### config.mk
export PLATFORM = sky130hd
export DESIGN_NAME = fact_arbiter
export DESIGN_NICKNAME = d
export VERILOG_FILES = /design/src/rtl/fact_pkg.sv /design/src/rtl/fact_rr_pick.sv /design/src/rtl/fact_arbiter.sv
export SDC_FILE = /design/constraint.sdc
export NUM_CORES = 1
export LEC_CHECK = 0
export ABC_AREA = 1
export CORE_MARGIN = 1
export CORE_UTILIZATION = 38
export DETAILED_ROUTE_END_ITERATION = 16
export PLACE_DENSITY = 0.67
export SYNTH_ARGS = -nofsm -noshare
export SYNTH_HDL_FRONTEND = slang
export SYNTH_HIERARCHICAL = 1
export SYNTH_SLANG_ARGS = --single-unit
### constraint.sdc
create_clock -name clk -period 9.3 [get_ports clk]
set_input_delay 1.395 -clock clk [delete_from_list [all_inputs] [get_ports clk]]
set_output_delay 1.395 -clock clk [all_outputs]
set_load 0.1 [all_outputs]
### src/rtl/fact_pkg.sv
// fact_pkg: shared types and defaults for the factorial arbiter slice.
//   state_t      - 2-bit FSM encoding (IDLE/LOAD/CALC/DONE)
//   FACT_W       - default operand/result width
//   FACT_NUM_REQ - default requester count
package fact_pkg;

    localparam int FACT_W       = 32;
    localparam int FACT_NUM_REQ = 4;

    typedef enum logic [1:0] {
        ST_IDLE = 2'b00,
        ST_LOAD = 2'b01,
        ST_CALC = 2'b10,
        ST_DONE = 2'b11
    } state_t;

endpackage

### src/rtl/fact_rr_pick.sv
// fact_rr_pick: combinational round-robin picker.
// Scans req starting at rr_ptr, wrapping upward, and returns the first set bit.
// Ports:
//   req    in  NUM_REQ  request vector
//   rr_ptr in  IW       highest-priority index this round
//   pick   out NUM_REQ  one-hot of the chosen requester (0 when none)
//   idx    out IW       index of the chosen requester
//   any    out 1        at least one request present
module fact_rr_pick #(
    parameter int NUM_REQ = 4,
    parameter int IW      = (NUM_REQ > 1) ? $clog2(NUM_REQ) : 1
) (
    input  logic [NUM_REQ-1:0] req,
    input  logic [IW-1:0]      rr_ptr,
    output logic [NUM_REQ-1:0] pick,
    output logic [IW-1:0]      idx,
    output logic               any
);

    always_comb begin
        int          j;
        logic [IW-1:0] jj;
        pick = '0;
        idx  = '0;
        any  = 1'b0;
        j    = 0;
        jj   = '0;
        for (int k = 0; k < NUM_REQ; k++) begin
            // rotate the scan origin; NUM_REQ need not be a power of two
            j = int'(rr_ptr) + k;
            if (j >= NUM_REQ) j = j - NUM_REQ;
            jj = j[IW-1:0];
            if (!any && req[jj]) begin
                any      = 1'b1;
                pick[jj] = 1'b1;
                idx      = jj;
            end
        end
    end

endmodule

### src/rtl/fact_arbiter.sv
// fact_arbiter: round-robin arbiter in front of one shared iterative factorial
// datapath (acc *= cnt, cnt -= 1, one multiply per cycle). One job in flight.
// Optional feature macro: FACT_OVF_DETECT_EN (full 2W-bit product, sticky
// overflow flag reported on ovf with done). Undefined: ovf tied to 0.
// Ports:
//   clk   in  1           rising-edge clock
//   rst_n in  1           async active-low reset
//   req   in  NUM_REQ     level requests, held until done
//   n_in  in  NUM_REQ*W   operands, requester i at [i*W +: W]
//   gnt   out NUM_REQ     one-hot grant, LOAD through DONE
//   busy  out 1           high outside IDLE
//   done  out NUM_REQ     one-cycle one-hot completion pulse
//   f     out W           result, valid with done, held otherwise
//   ovf   out 1           overflow flag, valid with done
module fact_arbiter
    import fact_pkg::*;
#(
    parameter int NUM_REQ = FACT_NUM_REQ,
    parameter int W       = FACT_W
) (
    input  logic                 clk,
    input  logic                 rst_n,
    input  logic [NUM_REQ-1:0]   req,
    input  logic [NUM_REQ*W-1:0] n_in,
    output logic [NUM_REQ-1:0]   gnt,
    output logic                 busy,
    output logic [NUM_REQ-1:0]   done,
    output logic [W-1:0]         f,
    output logic                 ovf
);

    localparam int IW = (NUM_REQ > 1) ? $clog2(NUM_REQ) : 1;

    state_t               state;
    logic [IW-1:0]        rr_ptr;
    logic [IW-1:0]        sel;
    logic [W-1:0]         acc;
    logic [W-1:0]         cnt;

    logic [NUM_REQ-1:0][W-1:0] n_arr;
    logic [NUM_REQ-1:0]   pick_oh;
    logic [IW-1:0]        pick_idx;
    logic                 pick_any;
    logic [IW-1:0]        sel_next;
    logic [W-1:0]         prod_lo;

    assign n_arr    = n_in;
    assign sel_next = (sel == IW'(NUM_REQ - 1)) ? '0 : sel + 1'b1;

    fact_rr_pick #(
        .NUM_REQ (NUM_REQ),
        .IW      (IW)
    ) u_pick (
        .req    (req),
        .rr_ptr (rr_ptr),
        .pick   (pick_oh),
        .idx    (pick_idx),
        .any    (pick_any)
    );

`ifdef FACT_OVF_DETECT_EN
    logic [2*W-1:0] prod;
    logic           prod_hi_nz;
    logic           ovf_flag;
    assign prod       = {{W{1'b0}}, acc} * {{W{1'b0}}, cnt};
    assign prod_lo    = prod[W-1:0];
    assign prod_hi_nz = |prod[2*W-1:W];
`else
    assign prod_lo = acc * cnt;
    assign ovf     = 1'b0;
`endif

    always_ff @(posedge clk or negedge rst_n) begin
        if (!rst_n) begin
            state  <= ST_IDLE;
            rr_ptr <= '0;
            sel    <= '0;
            acc    <= '0;
            cnt    <= '0;
            gnt    <= '0;
            busy   <= 1'b0;
            done   <= '0;
            f      <= '0;
`ifdef FACT_OVF_DETECT_EN
            ovf      <= 1'b0;
            ovf_flag <= 1'b0;
`endif
        end else begin
            case (state)
                ST_IDLE: begin
                    if (pick_any) begin
                        sel   <= pick_idx;
                        gnt   <= pick_oh;
                        busy  <= 1'b1;
                        state <= ST_LOAD;
                    end
                end
                ST_LOAD: begin
                    acc   <= W'(1);
                    cnt   <= n_arr[sel];
`ifdef FACT_OVF_DETECT_EN
                    ovf_flag <= 1'b0;
`endif
                    state <= ST_CALC;
                end
                ST_CALC: begin
                    // n=0 and n=1 both leave acc=1
                    if (cnt < W'(2)) begin
                        done   <= gnt;
                        f      <= acc;
                        rr_ptr <= sel_next;
`ifdef FACT_OVF_DETECT_EN
                        ovf    <= ovf_flag;
`endif
                        state  <= ST_DONE;
                    end else begin
                        acc <= prod_lo;
                        cnt <= cnt - W'(1);
`ifdef FACT_OVF_DETECT_EN
                        ovf_flag <= ovf_flag | prod_hi_nz;
`endif
                    end
                end
                ST_DONE: begin
                    done  <= '0;
                    gnt   <= '0;
                    busy  <= 1'b0;
`ifdef FACT_OVF_DETECT_EN
                    ovf   <= 1'b0;
`endif
                    state <= ST_IDLE;
                end
                default: state <= ST_IDLE;
            endcase
        end
    end

endmodule

==> results.toml <==
[run_status]
outcome = "finished clean"

[sta]
slew_violations = 0
hold_viol = 0
clock_skew_ns = 0.01261
fin_crit_ns = 7.381
tightest_slew_ns = 1.078
min_period_over_period_pct = 79.36
fmaxAchievable_ghz = 0.1355
rsz0062_at_grt = "no"
finalSetupViolCount = 0
setup_tns_ns = 0
max_slew_margin_pct = 28.14

[floorplanning]
die_y_um = 251.0
die-area_mm2 = 0.06298
die_x_um = 251.0
rows = 90
start_util_pct = 38.73
coreArea_mm2 = 0.06081
design.portCount = 176

[yosys]
synth-edff-count = 0
syn_inst = 3131
syn_avg_cell_area_um2 = 7.523
ys.flop_type = "dfrtp_1"
syn_area_mm2 = 0.02355
yosysMostFrequentCell = "nand2_1"
synth_area_leader_cell = "fa_1"
synthArstFlopShare_pct = 100.0
synth_area_leaders = "fa_1, nand2_1, inv_1"
synth_nets = 3807
synth.top_cells.by_count = "nand2_1, inv_1, fa_1"
seq_area_frac_synth_pct = 11.79
yosys_warnings = 6
synth_cell_types = 60
post-synth-top-area-fraction_pct = 34.68
synth_seq_cells = 111

[cts]
cts_resized = 0
cts_sinks = 111
clk_pin_slew_ns = 0.09
worstSkewPairLatency_ns = 0.39
htreeDepth = 3
post_cts_buffers = 0
postCtsHoldBufs = 0
cts_tree = "built"
root_buffer = "clkbuf_16"
clockBufferDepth = 2
cts_made_buffers = 9

[routing]
wl_per_cell_um = 16.33
drc = 0
drtAntennaViolNets = 0
firstDrtPassIters = 5
initialDrtViolationCount = 1315
routed_wl_mm = 64.78
wl_met3_mm = 3.608
vias_per_cell = 4.927
highest_layer = "met4"
met1Wirelength_mm = 27.76
dr_total_vias = 19540
dr_wl_met2_mm = 31.52

[critical_path]
worstPathRequired_ns = 9.56
crit_fanout = 20
end_kind = "register"
startpoint_type = "register"
critPathArrivalTime_ns = 7.64
setup.worst_path.class = "reg -> reg"

[layout]
area_growth_pct = 10.45
nets = 3855
nFillCells = 6247
drive_gt1_share_pct = 4.334
diodes = 0

[place]
io_buffer_count = 174
dp_hpwl_mm = 51.44
place.gp.congestion = 0.9438

[global_routing]
grt-ovfl-total = 0
grt_pass1_wl_mm = 108.2
grt_pass1_vias = 20340
grt_usage_pct = 21.63
grt_start_max_net_pins = 79
antenna_found_initial = 0

[hold_path]
min_path_type = "reg -> reg"

[run]
maxCapViolations = 0
==> metrics by stage <==
stage          setup slack [ns]  instance area, µm²  hold WS (ns)  utilization (%)  instances
2_1_floorplan             2.669               23550        0.4918                -       3131
3_3_place_gp              2.213               25670        0.4579            42.22       3950
3_5_place_dp              2.045               25670        0.4653            42.22       3950
4_1_cts                   1.981               26020        0.4889            42.78       3966
5_1_grt                   1.511               26020        0.5153            42.78       3966
6_report                  1.919               26020        0.4850            42.78       3966
==> path summary, 6_finish.rpt <==
check	from	endpoint	cells past startpoint	slack [ns]
worst max-delay path	cnt[5]	acc[26]	25	1.92
worst min-delay path	f[19]	f[19]	2	0.49
worst max register to register	cnt[5]	acc[26]	25	1.92
worst min register to register	f[19]	f[19]	2	0.49
max in group asynchronous	rst_n	cnt[30]	2	6.93
min in group asynchronous	rst_n	gnt[1]	1	0.95
==> per-layer routing <==
metal	global-route usage [%]	up-vias
li1	-	9240
met1	28.74	9586
met2	37.25	629
met3	2.071	85
met4	6.620	0
met5	0	-
==> placed cells by master, fill, tap and decap left out, drive strengths merged, types with 34 or more instances in the layout <==
master	netlist	layout
inv	827	827
nor2	140	140
nand3	77	77
o21ai	172	172
nand2	834	834
ha	134	134
clkdlybuf4s50	0	173
dfrtp	111	111
buf	90	34
a21oi	86	86
fa	408	408
==> critical path: stages, from the launching register on <==
cell     delay (ns)
dfrtp_1        0.67
buf_4          0.40
nand2_1        0.10
inv_1          0.12
fa_1           0.42
fa_1           0.49
fa_1           0.53
inv_1          0.05
fa_1           0.47
inv_1          0.05
fa_1           0.49
inv_1          0.05
fa_1           0.53
inv_1          0.05
fa_1           0.52
fa_1           0.44
ha_1           0.36
nand2_1        0.15
nor3_1         0.40
nand4_1        0.18
nand3_1        0.17
a21oi_1        0.10
o21ai_0        0.23
a21oi_1        0.09
o21ai_0        0.11
o21ai_1        0.08
==> flip-flops by register name (all words and copies together) (netlist names) <==
register,cells
acc,32
cnt,32
f,32
done,4
gnt,4
rr_ptr,2
sel,2
state,2
busy,1
==> final cells by class <==
| cell class | instances | area [µm²] | share of cell area (%) |
|---|---|---|---|
| timing repair buffer | 207 | 1987 | 7.637 |
| tap | 782 | 978.4 | 3.761 |
| inverter | 827 | 3109 | 11.95 |
| clock inverter | 7 | 117.6 | 0.4521 |
| clock buffer | 9 | 225.2 | 0.8657 |
| sequential | 111 | 2779 | 10.68 |
| multi-input combinational | 2023 | 16820 | 64.65 |
==> logic make-up after synthesis <==
family | count (synthesis) | synth area share (%)
flops | 111 | 11.79
mux | 1 | 0.04781
compound gates | 347 | 8.722
simple gates | 1098 | 19.56
fa+ha+maj | 542 | 41.80
buf+inv | 997 | 16.80
other cells | 1 | 0.01592
xor+xnor | 34 | 1.264
Power is left out: the tool's default activity adds up to more than one toggle a clock period on the data nets, which glitch-free logic cannot reach.
